==> src/rtl/gate_lab_pkg.sv <==
// Shared types and constants for the switch conditioner in front of the gate lab.
// Holds the per-channel debounce FSM encoding and the default/simulation debounce lengths.
package gate_lab_pkg;

    typedef enum logic [1:0] {
        STABLE_LOW  = 2'd0,
        WAIT_HIGH   = 2'd1,
        STABLE_HIGH = 2'd2,
        WAIT_LOW    = 2'd3
    } db_state_e;

    localparam int DEBOUNCE_CYCLES_DEF = 1000000;
    localparam int SIM_DEBOUNCE_CYCLES = 4;

    // Counter must hold DEBOUNCE_CYCLES-1; never narrower than one bit.
    function automatic int cnt_width(input int n);
        return (n <= 2) ? 1 : $clog2(n);
    endfunction

endpackage

==> src/rtl/debounce_channel.sv <==
// One switch channel: 2-flop synchroniser, stability counter and 4-state debounce FSM.
// Clean level and edge pulses are all registered.
module debounce_channel
    import gate_lab_pkg::*;
#(
    parameter int DEBOUNCE_CYCLES = DEBOUNCE_CYCLES_DEF
) (
    input  logic clk,
    input  logic rst_n,
    input  logic raw,
    output logic clean,
    output logic rise,
    output logic fall
);

    localparam int CNT_WIDTH = cnt_width(DEBOUNCE_CYCLES);
    localparam logic [CNT_WIDTH-1:0] CNT_LAST = CNT_WIDTH'(DEBOUNCE_CYCLES - 1);

    logic [1:0]           sync_q;
    logic                 s;
    db_state_e            state_q, state_d;
    logic [CNT_WIDTH-1:0] cnt_q, cnt_d;
    logic                 clean_q, clean_d;
    logic                 rise_q, rise_d;
    logic                 fall_q, fall_d;

    assign s = sync_q[1];

    always_ff @(posedge clk or negedge rst_n) begin
        if (!rst_n) begin
            sync_q  <= '0;
            state_q <= STABLE_LOW;
            cnt_q   <= '0;
            clean_q <= 1'b0;
            rise_q  <= 1'b0;
            fall_q  <= 1'b0;
        end else begin
            sync_q  <= {sync_q[0], raw};
            state_q <= state_d;
            cnt_q   <= cnt_d;
            clean_q <= clean_d;
            rise_q  <= rise_d;
            fall_q  <= fall_d;
        end
    end

    // Counter only advances while waiting; every other path clears it, so any reversion restarts the count.
    always_comb begin
        state_d = state_q;
        cnt_d   = '0;
        unique case (state_q)
            STABLE_LOW: begin
                if (s) state_d = WAIT_HIGH;
            end
            WAIT_HIGH: begin
                if (!s)                  state_d = STABLE_LOW;
                else if (cnt_q == CNT_LAST) state_d = STABLE_HIGH;
                else                     cnt_d   = cnt_q + 1'b1;
            end
            STABLE_HIGH: begin
                if (!s) state_d = WAIT_LOW;
            end
            WAIT_LOW: begin
                if (s)                   state_d = STABLE_HIGH;
                else if (cnt_q == CNT_LAST) state_d = STABLE_LOW;
                else                     cnt_d   = cnt_q + 1'b1;
            end
            default: state_d = STABLE_LOW;
        endcase
    end

    always_comb begin
        clean_d = (state_d == STABLE_HIGH) || (state_d == WAIT_LOW);
        rise_d  = (state_q == WAIT_HIGH) && (state_d == STABLE_HIGH);
        fall_d  = (state_q == WAIT_LOW) && (state_d == STABLE_LOW);
    end

    assign clean = clean_q;
    assign rise  = rise_q;
    assign fall  = fall_q;

endmodule

==> src/rtl/input_debouncer.sv <==
// Two independent debounce channels feeding the logic-gate stage inputs A and B.
// Wiring only; all behaviour lives in debounce_channel.
module input_debouncer
    import gate_lab_pkg::*;
#(
    parameter int DEBOUNCE_CYCLES = DEBOUNCE_CYCLES_DEF
) (
    input  logic Clk,
    input  logic Rst_n,
    input  logic A_Raw,
    input  logic B_Raw,
    output logic A_Clean,
    output logic B_Clean,
    output logic A_Rise,
    output logic A_Fall,
    output logic B_Rise,
    output logic B_Fall
);

    localparam int NUM_CH = 2;

    logic [NUM_CH-1:0] raw, clean, rise, fall;

    assign raw = {B_Raw, A_Raw};

    for (genvar i = 0; i < NUM_CH; i++) begin : g_ch
        debounce_channel #(
            .DEBOUNCE_CYCLES(DEBOUNCE_CYCLES)
        ) u_ch (
            .clk  (Clk),
            .rst_n(Rst_n),
            .raw  (raw[i]),
            .clean(clean[i]),
            .rise (rise[i]),
            .fall (fall[i])
        );
    end

    assign A_Clean = clean[0];
    assign B_Clean = clean[1];
    assign A_Rise  = rise[0];
    assign B_Rise  = rise[1];
    assign A_Fall  = fall[0];
    assign B_Fall  = fall[1];

endmodule
==> config.mk <==
export PLATFORM = sky130hd
export DESIGN_NAME = input_debouncer
export DESIGN_NICKNAME = d
export VERILOG_FILES = /design/src/rtl/gate_lab_pkg.sv /design/src/rtl/debounce_channel.sv /design/src/rtl/input_debouncer.sv
export SDC_FILE = /design/constraint.sdc
export NUM_CORES = 1
export LEC_CHECK = 0
export BUFFER_PORTS_ARGS = -buffer_cell sky130_fd_sc_hd__buf_2
export CAP_MARGIN = 20
export CORE_UTILIZATION = 32
export CTS_CLUSTER_SIZE = 40
export DETAILED_ROUTE_END_ITERATION = 8
export PLACE_DENSITY = 0.47
export SYNTH_ARGS = -nofsm -noshare
export SYNTH_HDL_FRONTEND = slang
export SYNTH_SLANG_ARGS = --single-unit
==> constraint.sdc <==
create_clock -name Clk -period 2.3 [get_ports Clk]
set_clock_uncertainty 0.1 [all_clocks]
set_input_delay 0.115 -clock Clk [delete_from_list [all_inputs] [get_ports Clk]]
set_output_delay 0.115 -clock Clk [all_outputs]
set_load 0.01 [all_outputs]
[Word-level counts from Yosys, hierarchy flattened]
Cells that the tools add are included.
Cells by class
  add/subtract/negate cells: 2
  muxes and demuxes: 22
  reduce and logical (&&, ||, !) cells: 10
  eq/ne operators: 12
Operator list (number)
  20-bit two-way mux: 6
  20-bit one-hot mux with 2 select lines: 2
  20-bit by 1-bit adder with 20-bit output (second input constant): 2
  20-bit equality test (second input constant): 2
  2-bit two-way mux: 12
  2-bit equality test (second input constant): 8
  2-bit one-hot mux with 4 select lines: 2
  2-bit logical NOT: 4
  2-bit by 1-bit equality test with 1-bit output (second input constant): 2
  1-bit logical AND: 4
  1-bit logical OR: 2
Word-level totals
  register bits: 54
  input bits: 4
  logic and storage cells: 58
  output and inout port bits: 6

[Depth between registers and ports, before layout]
  word-level depth: 6
  depth in mapped cells: 6
  depth with buffers taken out: 5

[Hierarchy]
From an unflattened synthesis, not the netlist that was laid out.
Unflattened totals
  cells, all modules: 242
  area total of the unflattened synthesis: 2519.9 sq um
By module, submodules not included
  debounce_channel: area an instance 1260.0 sq um, seq. area each 675.6 sq um, cells an instance 121, instances 2

[Worst setup path before layout]
No wires, ideal clock.
  path kind: register to register
  start: register g_ch[0].u_ch.cnt_q[0]
  end: register g_ch[0].u_ch.clean_q
  clock period less this slack: 1.836 ns
  required time: 2.075 ns
  library setup time: 0.125 ns
  slack: 0.464 ns
  buffers on the path: 0
  stages on the path, launching flop included: 6
  arrival: 1.612 ns
  cell sequence: dfrtp_1 -> ha_1 -> and4_1 -> nand4_1 -> nor3_1 -> mux2_2
Between the ends
  longest elaborated chain between the ends: 6
  elaborated cells between the ends (all ways): 9
  those cells by class: eq/ne (3); mux (5); reduce/logical (1)
RTL lines
  from (decl): RTL line debounce_channel.sv:22  | logic [CNT_WIDTH-1:0] cnt_q, cnt_d;
  from (signal assigned): RTL line debounce_channel.sv:40  | cnt_q <= cnt_d;
  20-bit equality test (*): RTL line debounce_channel.sv:57, debounce_channel.sv:65
  2-bit two-way mux (on tied branches): RTL line debounce_channel.sv:65, debounce_channel.sv:57
  2-bit two-way mux (on tied branches): RTL line debounce_channel.sv:64, debounce_channel.sv:56
  2-bit one-hot mux with 4 select lines (*): RTL line debounce_channel.sv:51  | unique case (state_q)
  2-bit equality test: RTL line debounce_channel.sv:73  | clean_d = (state_d == STABLE_HIGH) || (state_d == WAIT_LOW);
  1-bit logical OR (*): RTL line debounce_channel.sv:73
  via g_ch[0].u_ch.clean_d: RTL line debounce_channel.sv:23  | logic clean_q, clean_d;
  to (signal assigned): RTL line debounce_channel.sv:41  | clean_q <= clean_d;
  to (decl): RTL line debounce_channel.sv:23
Mark *: on every way through the listed nets, which the timed path passes. The rest lies on a longest branch.

[Worst setup path in the final report]
Same ends and word-level chain as after synthesis.

==> flow_results.xml <==
<?xml version="1.0" encoding="UTF-8"?>
<metrics>
  <group name="outcome">
    <metric name="status" unit="">finished, final reports clean</metric>
  </group>
  <group name="synth">
    <metric name="netlist_area" unit="µm²">2520</metric>
    <metric name="synth_top_cell_area_share" unit="">0.535</metric>
    <metric name="ys.flop_type" unit="">sky130_fd_sc_hd__dfrtp_1</metric>
    <metric name="netlist.top_cell.by_area" unit="">sky130_fd_sc_hd__dfrtp_1</metric>
    <metric name="synth_top_cells_by_count" unit="">sky130_fd_sc_hd__dfrtp_1 (54), sky130_fd_sc_hd__nor2_1 (29), sky130_fd_sc_hd__nand2_1 (16)</metric>
    <metric name="synthArstFlopShare" unit="">1.00</metric>
    <metric name="synth_top_cells_by_area" unit="">sky130_fd_sc_hd__dfrtp_1 (54%), sky130_fd_sc_hd__xor2_1 (4.9%), sky130_fd_sc_hd__nor2_1 (4.3%)</metric>
    <metric name="yosysWarningCount" unit="">0</metric>
    <metric name="synth_sequential_area_ratio" unit="">0.535</metric>
    <metric name="synthesized_instance_count" unit="">248</metric>
    <metric name="syn-mean-instance-area" unit="µm²">10.2</metric>
    <metric name="yosysMostFrequentCell" unit="">sky130_fd_sc_hd__dfrtp_1</metric>
    <metric name="synth_nets" unit="">254</metric>
    <metric name="synth_edf_count" unit="">0</metric>
    <metric name="yosys_register_bits" unit="">54</metric>
    <metric name="synth.distinct_cells" unit="">33</metric>
  </group>
  <group name="power_and_ir_drop">
    <metric name="p_switching" unit="W">0.000363</metric>
    <metric name="total_leakage_power" unit="nW">1.17</metric>
    <metric name="p_comb_frac" unit="">0.034</metric>
    <metric name="clock_power_share" unit="">0.386</metric>
    <metric name="vdd_drop_max" unit="V">0.000233</metric>
    <metric name="power_switching_share" unit="">0.219</metric>
    <metric name="powerDensity" unit="nW/µm²">578</metric>
    <metric name="sequentialPowerShare" unit="">0.580</metric>
    <metric name="total_power" unit="W">0.00166</metric>
    <metric name="power_report.internal_total" unit="W">0.00130</metric>
  </group>
  <group name="cts">
    <metric name="htree_depth" unit="">2</metric>
    <metric name="clock_latency" unit="ps">310</metric>
    <metric name="clock-sinks" unit="">54</metric>
    <metric name="clock_tree_from_tritoncts" unit="">done</metric>
    <metric name="cts_root_buffer" unit="">sky130_fd_sc_hd__clkbuf_8</metric>
    <metric name="cts.clk_slew.worst_paths" unit="ps">100</metric>
    <metric name="cts-resized-gates" unit="">0</metric>
    <metric name="cts_inserted_buffers" unit="">5</metric>
    <metric name="cts_buffer_depth" unit="">2</metric>
  </group>
  <group name="setup_path">
    <metric name="cp-start-kind" unit="">flip-flop</metric>
    <metric name="timing.reg2reg.setup_slack" unit="ps">260</metric>
    <metric name="cp_max_fo" unit="">5</metric>
    <metric name="critPathMaxStageDelay" unit="ps">430</metric>
    <metric name="worst_path_max_delay_cell" unit="">sky130_fd_sc_hd__dfrtp_1</metric>
    <metric name="setup.worst_path.end_class" unit="">flip-flop</metric>
    <metric name="setup.worst_path.class" unit="">flip-flop to flip-flop</metric>
    <metric name="crit_chain" unit="">ha_1, and4_1, nand4_1, nor3_1, mux2_2</metric>
    <metric name="critical_path_arrival" unit="ps">2140</metric>
    <metric name="timing.critical_path.required" unit="ps">2400</metric>
  </group>
  <group name="routing">
    <metric name="met2_length" unit="µm">2000</metric>
    <metric name="totalWireLength" unit="µm">4770</metric>
    <metric name="route.layer.met1.wl" unit="µm">2590</metric>
    <metric name="highest_routed_layer" unit="">met4</metric>
    <metric name="sum_of_met3_wire_segment_lengths_after_detailed_routing" unit="µm">115</metric>
    <metric name="detail_route.drc_violations" unit="">0</metric>
    <metric name="dr_total_vias" unit="">1801</metric>
    <metric name="avgRoutedWirePerCell" unit="µm">12.9</metric>
    <metric name="first_iter_violations" unit="">135</metric>
    <metric name="detail_route.first_pass.iterations" unit="">4</metric>
    <metric name="post_drt_via_cell_ratio" unit="">4.88</metric>
    <metric name="postRouteAntennaNets" unit="">0</metric>
  </group>
  <group name="final_layout">
    <metric name="design.final.nets" unit="">272</metric>
    <metric name="share_of_final_layout_standard_cells_stronger_than_drive_strength_1" unit="">0.127</metric>
    <metric name="fillers" unit="">804</metric>
    <metric name="synthToLayoutAreaGrowth" unit="%">13.7</metric>
    <metric name="post-route-cell-area" unit="µm²">2870</metric>
    <metric name="final-seq-area" unit="µm²">1350</metric>
    <metric name="multiInputGateArea" unit="µm²">1110</metric>
    <metric name="num_antenna_cells" unit="">0</metric>
  </group>
  <group name="floorplanning">
    <metric name="design.portCount" unit="">10</metric>
    <metric name="std_cell_rows" unit="">32</metric>
    <metric name="die-width" unit="µm">90.8</metric>
    <metric name="initial_utilization" unit="">0.328</metric>
    <metric name="design.die.area" unit="µm²">8250</metric>
    <metric name="die_y" unit="µm">90.8</metric>
    <metric name="design.core.area" unit="µm²">7690</metric>
  </group>
  <group name="sta">
    <metric name="setup_tns_final" unit="ps">0</metric>
    <metric name="final_period_minus_worst_setup_slack" unit="ps">2040</metric>
    <metric name="setup_viol" unit="">0</metric>
    <metric name="worst_slew_pin_slew" unit="ps">664</metric>
    <metric name="fmax" unit="MHz">490</metric>
    <metric name="rsz0062_at_grt" unit="">no</metric>
    <metric name="worst_slew_margin" unit="">0.558</metric>
    <metric name="report.final.slew_viol_count" unit="">0</metric>
    <metric name="hold_viol" unit="">0</metric>
    <metric name="hold-worst-slack" unit="ps">251</metric>
    <metric name="min_period_over_period" unit="">0.886</metric>
  </group>
  <group name="global_route">
    <metric name="grt_start_max_net_pins" unit="">29</metric>
    <metric name="globalRouteOverflowTotal" unit="">0</metric>
    <metric name="antenna_found_initial" unit="">0</metric>
    <metric name="grt.total_usage" unit="">0.128</metric>
    <metric name="number_of_global_route_vias_before_repair" unit="">1734</metric>
    <metric name="first_pass_grt_wire_length" unit="µm">8440</metric>
  </group>
  <group name="job">
    <metric name="number_of_max_cap_violations" unit="">0</metric>
  </group>
  <group name="placement">
    <metric name="gp_congestion" unit="">0.719</metric>
    <metric name="dpl-instance-area" unit="µm²">2730</metric>
    <metric name="total_half_perimeter_wirelength_after_legalization_and_detailed_placement" unit="µm">3330</metric>
    <metric name="count_of_buffers_from_port_buffering" unit="">9</metric>
  </group>
  <group name="hold_path">
    <metric name="worst_hold_path_type" unit="">primary input to asynchronous set/reset pin</metric>
  </group>
</metrics>
-- cell families after synthesis --
kind of cell             after synthesis  synth area share
AO/OA/AOI/OAI                         28            0.0639
XOR/XNOR                              25            0.0867
adder cells (fa/ha/maj)                2           0.00991
buffers and inverters                 17            0.0268
flip-flops                            54             0.535
multiplexers                           4            0.0178
AND/OR/NAND/NOR                      118             0.260
-- critical path, delay by kind of cell, from the launching register on --
kind / cells / cell delay (ps)
adders and majority gates: 1 / 240
DFF: 1 / 430
muxes: 1 / 370
and+or+nand+nor: 3 / 790
-- area by class of cell --
| type | instances | area share |
|---|---|---|
| inverter | 8 | 0.0105 |
| clock inverter | 3 | 0.0139 |
| tap | 102 | 0.0444 |
| multi-input combinational | 177 | 0.385 |
| sequential | 54 | 0.471 |
| timing repair buffer | 20 | 0.0514 |
| clock buffer | 5 | 0.0240 |
-- power groups by stage --
stage | registers [W] | logic [W] | clock network [W]
floorplan | 0.000982 | 0.0000192 | 0
global placement | 0.000983 | 0.0000553 | 0
detailed placement | 0.000983 | 0.0000552 | 0
CTS | 0.000964 | 0.0000590 | 0.000665
global route | 0.000966 | 0.0000651 | 0.000697
finish | 0.000964 | 0.0000560 | 0.000641
-- worst paths after layout --
check | start | to | depth (start not counted)
min in group Clk | g_ch[1].u_ch.sync_q[0]$_DFF_PN0_ | g_ch[1].u_ch.sync_q[1]$_DFF_PN0_ | 0
hold / removal | Rst_n | g_ch[0].u_ch.cnt_q[11]$_DFF_PN0_ | 2
setup reg to reg | g_ch[0].u_ch.cnt_q[0]$_DFF_PN0_ | g_ch[0].u_ch.clean$_DFF_PN0_ | 5
setup / recovery | g_ch[0].u_ch.cnt_q[0]$_DFF_PN0_ | g_ch[0].u_ch.clean$_DFF_PN0_ | 5
max in group asynchronous | Rst_n | g_ch[1].u_ch.cnt_q[9]$_DFF_PN0_ | 3
hold reg to reg | g_ch[1].u_ch.sync_q[0]$_DFF_PN0_ | g_ch[1].u_ch.sync_q[1]$_DFF_PN0_ | 0
-- timing repair --
| item | in CTS | in global routing |
|---|---|---|
| endpoints found under the hold margin | 29 | 0 |
| setup buffers | 0 | 0 |
| hold buffers | 3 | 0 |
-- placed cells by master (no fill, tap or decap), drive strengths merged, types with 5 or more instances in the layout --
master	instances
dfrtp	54
nor2	29
buf	17
nand2	16
nand4	15
xor2	14
a21oi	13
nand3	12
xnor2	11
o21ai	8
inv	8
or3	7
nor4	6
or4	6
and4	5
clkbuf	5
-- sequential cells by signal, indices dropped and copies added, names as in the netlist --
name,cells
g_ch.u_ch.cnt_q,40
g_ch.u_ch.sync_q,4
g_ch.u_ch.clean,2
g_ch.u_ch.fall,2
g_ch.u_ch.state_q,4
g_ch.u_ch.rise,2
-- per-stage QoR --
stage                      util  worst slack (ps)  instances
final                     0.374               261        369
after global placement    0.355               328        358
after detailed placement  0.355               278        358
after floorplan               -               464        248
after CTS                 0.374               262        369
after global routing      0.374               112        369
-- layer usage --
metal / up-vias / track usage
li1: 913 / -
met1: 863 / 0.188
met2: 20 / 0.185
met3: 5 / 0.0303
met4: 0 / 0.0437
met5: - / 0
(Power assumes the default switching activity.)
